==> config.mk <==
export PLATFORM = sky130hd
export DESIGN_NAME = pipe_hit_score
export DESIGN_NICKNAME = d
export VERILOG_FILES = /design/src/rtl/pipe_hit_score.sv
export SDC_FILE = /design/constraint.sdc
export NUM_CORES = 1
export LEC_CHECK = 0
export BUFFER_PORTS_ARGS = -buffer_cell sky130_fd_sc_hd__buf_2
export CORE_ASPECT_RATIO = 0.5
export CORE_UTILIZATION = 30
export CTS_CLUSTER_DIAMETER = 120
export DETAILED_ROUTE_END_ITERATION = 10
export PLACE_DENSITY_LB_ADDON = 0.05
export SKIP_LAST_GASP = 1
export SYNTH_ARGS = -nofsm -noshare
export SYNTH_HDL_FRONTEND = slang
export SYNTH_SLANG_ARGS = --single-unit
export TNS_END_PERCENT = 30
==> constraint.sdc <==
create_clock -name system_clk -period 6.4 [get_ports system_clk]
set_input_delay 0.64 -clock system_clk [delete_from_list [all_inputs] [get_ports system_clk]]
set_output_delay 0.64 -clock system_clk [all_outputs]
set_load 0.05 [all_outputs]
==> src/rtl/pipe_hit_score.sv <==
// pipe_hit_score: collision, BCD scoring, best score, game FSM and pipe speed code
// downstream of the pipe mover stages.
module pipe_hit_score #(
    parameter logic [9:0]  GROUND_Y   = 10'd400,
    parameter int          DIE_FRAMES = 30,
    parameter logic [11:0] SPD1_BCD   = 12'h010,
    parameter logic [11:0] SPD2_BCD   = 12'h025,
    parameter logic [11:0] SPD3_BCD   = 12'h050
) (
    input  logic        system_clk,
    input  logic        reset,
    input  logic        game_clk,
    input  logic        flap,
    input  logic [9:0]  bird_l,
    input  logic [9:0]  bird_r,
    input  logic [9:0]  bird_t,
    input  logic [9:0]  bird_b,
    input  logic [9:0]  pipe_a_l,
    input  logic [9:0]  pipe_a_r,
    input  logic [9:0]  pipe_a_gap_t,
    input  logic [9:0]  pipe_a_gap_b,
    input  logic [9:0]  pipe_b_l,
    input  logic [9:0]  pipe_b_r,
    input  logic [9:0]  pipe_b_gap_t,
    input  logic [9:0]  pipe_b_gap_b,
    output logic [1:0]  state,
    output logic        game_run,
    output logic [1:0]  veciloty,
    output logic [11:0] score_bcd,
    output logic [11:0] best_bcd,
    output logic        hit
);
    localparam int DW = $clog2(DIE_FRAMES + 1);
    typedef enum logic [1:0] {IDLE = 2'd0, PLAY = 2'd1, DYING = 2'd2, OVER = 2'd3} state_t;
    state_t cur, nxt;
    logic [2:0] game_sync, flap_sync;
    logic tick, flap_ev, ov_a, ov_b, coll, pass_a, pass_b;
    logic [9:0] prev_a_r, prev_b_r;
    logic [DW-1:0] die_cnt;
    logic [11:0] score_inc;
    // Single BCD increment, holding at 999 instead of wrapping.
    function automatic logic [11:0] bcd_inc(input logic [11:0] s);
        if (s == 12'h999) return s;
        if (s[3:0] != 4'd9) return s + 12'd1;
        if (s[7:4] != 4'd9) return {s[11:8], s[7:4] + 4'd1, 4'd0};
        return {s[11:8] + 4'd1, 8'h00};
    endfunction
    assign ov_a = bird_r >= pipe_a_l && bird_l <= pipe_a_r && (bird_t < pipe_a_gap_t || bird_b > pipe_a_gap_b);
    assign ov_b = bird_r >= pipe_b_l && bird_l <= pipe_b_r && (bird_t < pipe_b_gap_t || bird_b > pipe_b_gap_b);
    assign coll = ov_a || ov_b || bird_b >= GROUND_Y;
    // A pipe passes when its right edge moves from at/after the bird's left edge to before it.
    assign pass_a = prev_a_r >= bird_l && pipe_a_r < bird_l;
    assign pass_b = prev_b_r >= bird_l && pipe_b_r < bird_l;
    assign score_inc = (pass_a && pass_b) ? bcd_inc(bcd_inc(score_bcd)) :
                       (pass_a || pass_b) ? bcd_inc(score_bcd) : score_bcd;
    assign state = cur;
    assign game_run = cur == PLAY;
    always_comb begin
        nxt = cur;
        case (cur)
            IDLE:    if (flap_ev) nxt = PLAY;
            PLAY:    if (tick && coll) nxt = DYING;
            DYING:   if (die_cnt == DW'(DIE_FRAMES)) nxt = OVER;
            default: if (flap_ev) nxt = IDLE;
        endcase
    end
    always_ff @(posedge system_clk) begin
        if (reset) begin
            cur       <= IDLE;
            game_sync <= '0;
            flap_sync <= '0;
            tick      <= 1'b0;
            flap_ev   <= 1'b0;
            prev_a_r  <= '0;
            prev_b_r  <= '0;
            die_cnt   <= '0;
            score_bcd <= '0;
            best_bcd  <= '0;
            veciloty  <= '0;
            hit       <= 1'b0;
        end else begin
            game_sync <= {game_sync[1:0], game_clk};
            flap_sync <= {flap_sync[1:0], flap};
            tick      <= game_sync[1] & ~game_sync[2];
            flap_ev   <= flap_sync[1] & ~flap_sync[2];
            cur       <= nxt;
            hit       <= cur == PLAY && tick && coll;
            veciloty  <= score_bcd >= SPD3_BCD ? 2'd3 : score_bcd >= SPD2_BCD ? 2'd2 :
                         score_bcd >= SPD1_BCD ? 2'd1 : 2'd0;
            if (tick) begin
                prev_a_r <= pipe_a_r;
                prev_b_r <= pipe_b_r;
            end
            if (cur == IDLE && flap_ev) begin
                score_bcd <= '0;
                die_cnt   <= '0;
            end else if (cur == PLAY && tick && !coll) begin
                score_bcd <= score_inc;
            end
            if (cur == DYING && tick) die_cnt <= die_cnt + 1'b1;
            if (cur == DYING && nxt == OVER && score_bcd > best_bcd) best_bcd <= score_bcd;
        end
    end
endmodule

==> results.md, run 1 <==
- Antenna violations before repair: 4
- Relative slew slack: 29.8%
- Fmax: roughly 0.25 GHz
- Placer congestion estimate: 0.823
- GR Util met2: between 20 and 30%
- Routing usage on met3: 4.59%
- Cell-by-cell listing of the critical path: ha_1, nand3b_2, nor2_1, a221oi_1, a311oi_2, inv_1, ha_1, nand2_1, mux2i_1, a41oi_4, a21boi_0, or3_1, a21oi_1
- Drt first-iter violations: 250
- Library cell appearing most often on the critical path: sky130_fd_sc_hd__ha_1
- Launching element type of the critical path: flip-flop
- Number of nets in the synthesized netlist: 978
- Number of enable flip-flop cells after synthesis: 0
- Height of the die: between 100 and 150 um
- Global routing's busiest layer: met2
- Switching power share of the total: 27.7%
- Crit Path Category: flip-flop to flip-flop
- # fillers: ~2100
- Average cell area after synthesis: 8.20 sq um
- Pre-antenna DRT Iters: 5
- Port Buffers: 153
- Critical path arrival: between 4 and 5 ns
- Leakage power total: 3.56 nW
- Synth top area cells: sky130_fd_sc_hd__ha_1 25%, sky130_fd_sc_hd__dfxtp_1 21%, sky130_fd_sc_hd__inv_1 6.1%, sky130_fd_sc_hd__mux2i_1 6.0%, sky130_fd_sc_hd__nor2_1 3.8%
- Period Utilization, post-route: 61.8%
- Cell accounting for the most synthesized area: sky130_fd_sc_hd__ha_1
- Final-report setup violation count: 0
- Post-cts hold buffer count: 0
- Number of global-route vias before repair: 5497
- CP max FO: 18
- Reported net switching power: 0.000289 W
- Fraction of synthesized cell area taken by the top area cell type: 25.4%
- Clock slew seen by the registers of the worst setup and hold paths: 0.06 ns
- Worst path slowest cell: sky130_fd_sc_hd__dfxtp_1
- Sink Count: 62
- Final standard cell area without fillers: around 7300 sq um
- Setup repair after global routing missed its margin: no
- Combinational share of power: 19.1%
- Part of the power in registers: 37.8%
- Number of max-cap violations: 0
- Synthesized instance count: 732
- Total number of yosys warnings: 0
- Std-Cell Rows: 36
- Quantity of gates resized following cts: 0
- Overflow left after global routing: 0
- Met1 track demand over resource: 22.3%
- Core Region: 19500 sq um
- Post-synth ARST share: 0%
- Crit path capture type: flip-flop
- Part of the power in the clock network: 43.1%
- Final-layout worst hold slack: 0.383 ns
- Worst Max-Slew Pin Slew: between 1 and 1.5 ns
- Count of buffering cells on the critical path with inverters included: 1
- Root Buffer: sky130_fd_sc_hd__clkbuf_16
- Most repeated cell in the gate-level netlist after synthesis: sky130_fd_sc_hd__ha_1
- H-tree Lvls: 3
- Run status: completed
- Final max-slew violation count: 0
- Residual antenna-violating net count after detailed routing: 0
- Number of nets in the finished design: 1120
- Top cells by count, synth: 122 x sky130_fd_sc_hd__ha_1, 97 x sky130_fd_sc_hd__inv_1, 62 x sky130_fd_sc_hd__dfxtp_1
- Max IR drop VDD: 0.119 mV
- Class of the worst hold path: flip-flop to flip-flop
- Vias: 5629
- Total placed instance area: 7010 sq um
- Number of distinct standard cells referenced by the synthesized netlist: 71
- Combined global-route utilization of all metal layers: 17.0%
- DR WL/cell: 14.9 um
- Number of buffers inserted to repair setup after CTS: 0
- Cell-internal power: 0.000753 W
- Die Width: 202 um
- Post-Route Setup TNS: 0 ns
- Post-synthesis sequential area ratio: between 20% and 30%
- TritonCTS Buffers: 9
- Delay contributed by the slowest stage of the critical path: about 0.67 ns
- Hold Violations, Final: 0
- Clock Path Buffers: 2
- Setup clock skew after layout: roughly 0.0087 ns
- Wire length of the first global-routing pass: between 20 and 30 mm
- Main flop type after synthesis: sky130_fd_sc_hd__dfxtp_1
- Clock latency at the later pin of the worst-skew pair: 0.33 ns
- Proportion of layout cells with a drive suffix above 1: 21.2%
- Worst R2R Setup Slack: 2.45 ns
- Initial core utilization: 30.7%
- Mapped cell area: around 6000 sq um
- Layout area overhead: 21.4%
- Residual DRC count: 0
- Number of ports placed on the die boundary: ~150
- Placed wire-length estimate after detailed placement: 14.0 mm
- Maximum number of pins on one net before global-route repair: 51
- CTS tree: yes
- Delay-heaviest family, CP: compound AO/OA/AOI/OAI gates
- Vias per cell: 4.90
- Die outline area: 20600 sq um
- Flip-flop and latch count after synthesis: a little over 60
- Crit path time final: 3.95 ns
- PD cells: 143 nW/um^2
- Post-detailed-routing wire length: 17.1 mm
- Required time of the worst setup path: ~6.7 ns
==> flip-flops by register name, summed over array words and instances, names as in the netlist <==
register and flops:
flap_ev 1, tick 1, state 2, prev_a_r 10, die_cnt 5, hit 1
game_sync 3, flap_sync 3, veciloty 2, prev_b_r 10, best_bcd 12, score_bcd 12
==> layout by cell type (no fill, tap or decap), drive strengths merged, types with 18 or more instances in the layout <==
| cell | n |
|---|---|
| nand4 | 19 |
| buf | 154 |
| o21ai | 35 |
| a211oi | 18 |
| ha | 122 |
| dfxtp | 62 |
| nor2 | 61 |
| mux2i | 36 |
| inv | 97 |
| nand2 | 37 |
| a21oi | 45 |
==> cells by family after synthesis <==
kind of cell    count (synthesis)  synth area share [%]
compound gates                172                  19.6
xor+xnor                        6                 0.875
fa+ha+maj                     122                  25.4
buf+inv                       120                  7.75
flops                          62                  20.7
mux                            40                  6.88
simple gates                  210                  18.9
==> worst reg2reg max path, cell delays in order, from the launching register on <==
cell and delay (ns):
sky130_fd_sc_hd__dfxtp_1 0.67, sky130_fd_sc_hd__ha_1 0.39, sky130_fd_sc_hd__nand3b_2 0.25, sky130_fd_sc_hd__nor2_1 0.36, sky130_fd_sc_hd__a221oi_1 0.16, sky130_fd_sc_hd__a311oi_2 0.35
sky130_fd_sc_hd__inv_1 0.13, sky130_fd_sc_hd__ha_1 0.24, sky130_fd_sc_hd__nand2_1 0.07, sky130_fd_sc_hd__mux2i_1 0.14, sky130_fd_sc_hd__a41oi_4 0.48, sky130_fd_sc_hd__a21boi_0 0.19
sky130_fd_sc_hd__or3_1 0.33, sky130_fd_sc_hd__a21oi_1 0.14
==> power groups by stage <==
stage / Combinational (W) / Clock (W) / Sequential [W]
2_1_floorplan: 0.000116 / 0 / 0.000402
3_3_place_gp: 0.000199 / 0 / 0.000402
3_5_place_dp: 0.000201 / 0 / 0.000402
4_1_cts: 0.000203 / 0.000467 / 0.000393
5_1_grt: 0.000233 / 0.000486 / 0.000394
6_report: 0.000198 / 0.000449 / 0.000394
==> path summary, 6_finish.rpt <==
path / start / end / depth (start not counted)
setup / recovery: score_bcd[0] / score_bcd[8] / 13
hold / removal: flap_sync[2] / flap_ev / 1
setup reg to reg: score_bcd[0] / score_bcd[8] / 13
hold reg to reg: flap_sync[2] / flap_ev / 1
==> metal layers <==
| metal | wire length, um | share of wire (%) |
|---|---|---|
| met5 | 13 | 0.076 |
| met4 | 105 | 0.61 |
| met3 | 1050 | 6.1 |
| met2 | 7430 | 43 |
| met1 | 8500 | 50 |
==> per-stage QoR <==
step | cells | total power (W) | setup slack (ns) | util (%)
6_report | 1149 | 0.00104 | 2.45 | 37.3
5_1_grt | 1146 | 0.00111 | 2.04 | 37.3
4_1_cts | 1145 | 0.00106 | 2.46 | 37.2
3_5_place_dp | 1129 | 0.000603 | 2.13 | 35.9
3_3_place_gp | 1129 | 0.000601 | 2.06 | 35.9
2_1_floorplan | 732 | 0.000518 | 2.83 | -
==> final cells by class <==
type	count	area, sq um	share of cell area [%]
Multi-Input combinational cell	550	4300	59.0
Clock inverter	4	22.5	0.309
Sequential cell	62	1240	17.0
Antenna cell	4	10.0	0.137
Tap cell	266	333	4.57
Inverter	97	364	4.99
Timing Repair Buffer	154	773	10.6
Clock buffer	12	246	3.38
No activity file was read; power rests on OpenSTA's default activity.
==> run 2: changes to the inputs <==
==> constraint.sdc (replaced) <==
create_clock -name system_clk -period 3.65 [get_ports system_clk]
set_input_delay 0.365 -clock system_clk [delete_from_list [all_inputs] [get_ports system_clk]]
set_output_delay 0.365 -clock system_clk [all_outputs]
set_load 0.05 [all_outputs]
==> run 2 against run 1 <==
  * Core utilization up 1.2 points
  * Final cell count up 1.6%
  * Worst setup slack worse by 2.1 ns
==> results.md, run 2 (synthesized netlist as in run 1, its figures left out) <==
- Run status: completed (unchanged)
- Reported net switching power: 0.000515 W (was 0.000289 W)
- Most frequent cells in the layout: 153 x sky130_fd_sc_hd__buf_2, 122 x sky130_fd_sc_hd__ha_1, 97 x sky130_fd_sc_hd__inv_1, 62 x sky130_fd_sc_hd__dfxtp_1, 61 x sky130_fd_sc_hd__nor2_1 (unchanged)
- Switching power share of the total: 25.2% (was 27.7%)
- Pre-antenna DRT Iters: 6 (was 5)
- Max IR drop VDD: 0.246 mV (was 0.119 mV)
- Layout Cells excl Fill: 1167 (was 1149)
- Part of the power in the clock network: 49.0% (was 43.1%)
- Worst Max-Slew Pin Slew: 0.756 ns (was 1.05 ns)
- PD cells: 272 nW/um^2 (was 143 nW/um^2)
- Std-Cell Rows: 36 (unchanged)
- Height of the die: 102 um (unchanged)
- Class of the worst hold path: input pin to flip-flop (was flip-flop to flip-flop)
- Period Utilization, post-route: 91.7% (was 61.8%)
- Number of global-route vias before repair: 5480 (was 5497)
- Post-detailed-routing wire length: 17.2 mm (was 17.1 mm)
- Final-report setup violation count: 0 (unchanged)
- Clock latency at the later pin of the worst-skew pair: 0.33 ns (about the same)
- Layout area overhead: 25.2% (was 21.4%)
- Crit path capture type: flip-flop (unchanged)
- Residual DRC count: 0 (unchanged)
- Cells after DPL: 1148 (was 1129)
- Residual antenna-violating net count after detailed routing: 0 (unchanged)
- Clock slew seen by the registers of the worst setup and hold paths: 0.05 ns (was 0.06 ns)
- CP max FO: 10 (was 18)
- CTS tree: yes (unchanged)
- Wire length of the first global-routing pass: 28.0 mm (was 27.9 mm)
- Placed wire-length estimate after detailed placement: 14.3 mm (was 14.0 mm)
- Combined global-route utilization of all metal layers: 17.1% (was 17.0%)
- Initial core utilization: 30.7% (unchanged)
- Fmax: 0.299 GHz (was 0.253 GHz)
- Maximum number of pins on one net before global-route repair: 39 (was 51)
- Antenna violations before repair: 3 (was 4)
- Crit path time final: 3.35 ns (was 3.95 ns)
- Most common library cell in the layout ignoring fill and taps: sky130_fd_sc_hd__buf_2 (unchanged)
- Vias: 5591 (was 5629)
- Placer congestion estimate: 0.820 (was 0.823)
- Largest regs: best_bcd x12, score_bcd x12 (unchanged)
- Crit Path Category: flip-flop to flip-flop (unchanged)
- DR WL/cell: 14.7 um (was 14.9 um)
- Cell-internal power: 0.00153 W (was 0.000753 W)
- Number of ports placed on the die boundary: 154 (unchanged)
- TritonCTS Buffers: 9 (unchanged)
- Launching point of the worst reg2reg path: score_bcd[6] (was score_bcd[0])
- Required time of the worst setup path: 3.84 ns (was 6.65 ns)
- Startpoint of the most critical hold path: game_clk (was flap_sync[2])
- Number of max-cap violations: 0 (unchanged)
- Drt first-iter violations: 162 (was 250)
- Sink Count: 62 (unchanged)
- Combinational share of power: 17.2% (was 19.1%)
- Port Buffers: 153 (unchanged)
- Overflow left after global routing: 0 (unchanged)
- Die Width: 202 um (unchanged)
- Clock Path Buffers: 2 (unchanged)
- Root Buffer: sky130_fd_sc_hd__clkbuf_16 (unchanged)
- Part of the power in registers: 33.8% (was 37.8%)
- Setup clock skew after layout: 0.00762 ns (was 0.00866 ns)
- Critical path arrival: 3.54 ns (was 4.20 ns)
- Vias per cell: 4.79 (was 4.90)
- H-tree Lvls: 3 (unchanged)
- Relative slew slack: 49.6% (was 29.8%)
- # fillers: 2061 (was 2132)
- Worst setup startpoint: score_bcd[6] (was score_bcd[0])
- Number of nets in the finished design: 1141 (was 1120)
- Final max-slew violation count: 0 (unchanged)
- Setup repair after global routing missed its margin: no (unchanged)
- Core Region: 19500 sq um (unchanged)
- Post-Route Setup TNS: 0 ns (unchanged)
- Die outline area: 20600 sq um (unchanged)
- Final standard cell utilization of the core: 38.5% (was 37.3%)
- Proportion of layout cells with a drive suffix above 1: 23.2% (was 21.2%)
- Launching element type of the critical path: flip-flop (unchanged)
- Leakage power total: 3.70 nW (was 3.56 nW)
- Hold Violations, Final: 0 (unchanged)
[run 2: worst max-delay path: stages, from the launching register on]
cell	delay [ns]
sky130_fd_sc_hd__dfxtp_1	0.51
sky130_fd_sc_hd__nand3_1	0.24
sky130_fd_sc_hd__nor3_2	0.39
sky130_fd_sc_hd__a221oi_1	0.15
sky130_fd_sc_hd__a311oi_2	0.37
sky130_fd_sc_hd__inv_1	0.14
sky130_fd_sc_hd__ha_1	0.23
sky130_fd_sc_hd__nand2b_1	0.08
sky130_fd_sc_hd__mux2i_2	0.11
sky130_fd_sc_hd__a41oi_4	0.42
sky130_fd_sc_hd__o21ai_0	0.17
sky130_fd_sc_hd__a221oi_1	0.33
sky130_fd_sc_hd__a211oi_1	0.08
[run 2: what timing repair did]
| item | CTS | global route |
|---|---|---|
| hold buffers | 0 | 0 |
| setup buffers | 0 | 2 |
| resized for setup | 0 | 2 |
| endpoints found under the setup margin | 0 | 6 |
[run 2: stage by stage]
step / hold WS (ns) / setup WS [ns] / total power [W] / cell area [sq um]
final: 0.268 / 0.303 / 0.00204 / 7520
after global routing: 0.262 / 0.0504 / 0.00215 / 7510
after CTS: 0.260 / 0.128 / 0.00208 / 7490
after detailed placement: 0.375 / 0.146 / 0.00106 / 7150
after global placement: 0.372 / 0.240 / 0.00106 / 7150
after floorplan: 0.367 / 0.0818 / 0.000908 / 6010
[run 2: layer usage]
layer  vias up  GRT usage (%)  share of wire, %
li1       2952              -                 -
met1      2520           22.4                51
met2       112           28.7                43
met3         7           4.69               5.1
met4         0           2.72              0.53
met5         -              0                 0
[run 2: power groups by stage]
| stage | sequential [W] | combinational, W | clock (W) |
|---|---|---|---|
| final | 0.000690 | 0.000352 | 0.00100 |
| after global placement | 0.000704 | 0.000351 | 0 |
| after CTS | 0.000690 | 0.000359 | 0.00103 |
| after detailed placement | 0.000704 | 0.000356 | 0 |
| after global routing | 0.000690 | 0.000409 | 0.00106 |
| after floorplan | 0.000705 | 0.000204 | 0 |
[run 2: path summary, 6_finish.rpt]
check / to / slack, ns / cells after the start
min reg2reg: flap_ev / 0.38 / 1
min: game_sync[0] / 0.27 / 2
max: score_bcd[9] / 0.30 / 12
max reg2reg: score_bcd[9] / 0.30 / 12
[run 2: cell type report]
cell class | instances | area (sq um) | share of cell area [%]
antenna | 2 | 5.00 | 0.0666
clock buffer | 11 | 243 | 3.23
clock inverter | 4 | 95.1 | 1.26
inverter | 97 | 364 | 4.84
multi-input combinational | 550 | 4310 | 57.3
sequential | 62 | 1240 | 16.5
tap | 266 | 333 | 4.43
timing repair buffer | 175 | 931 | 12.4
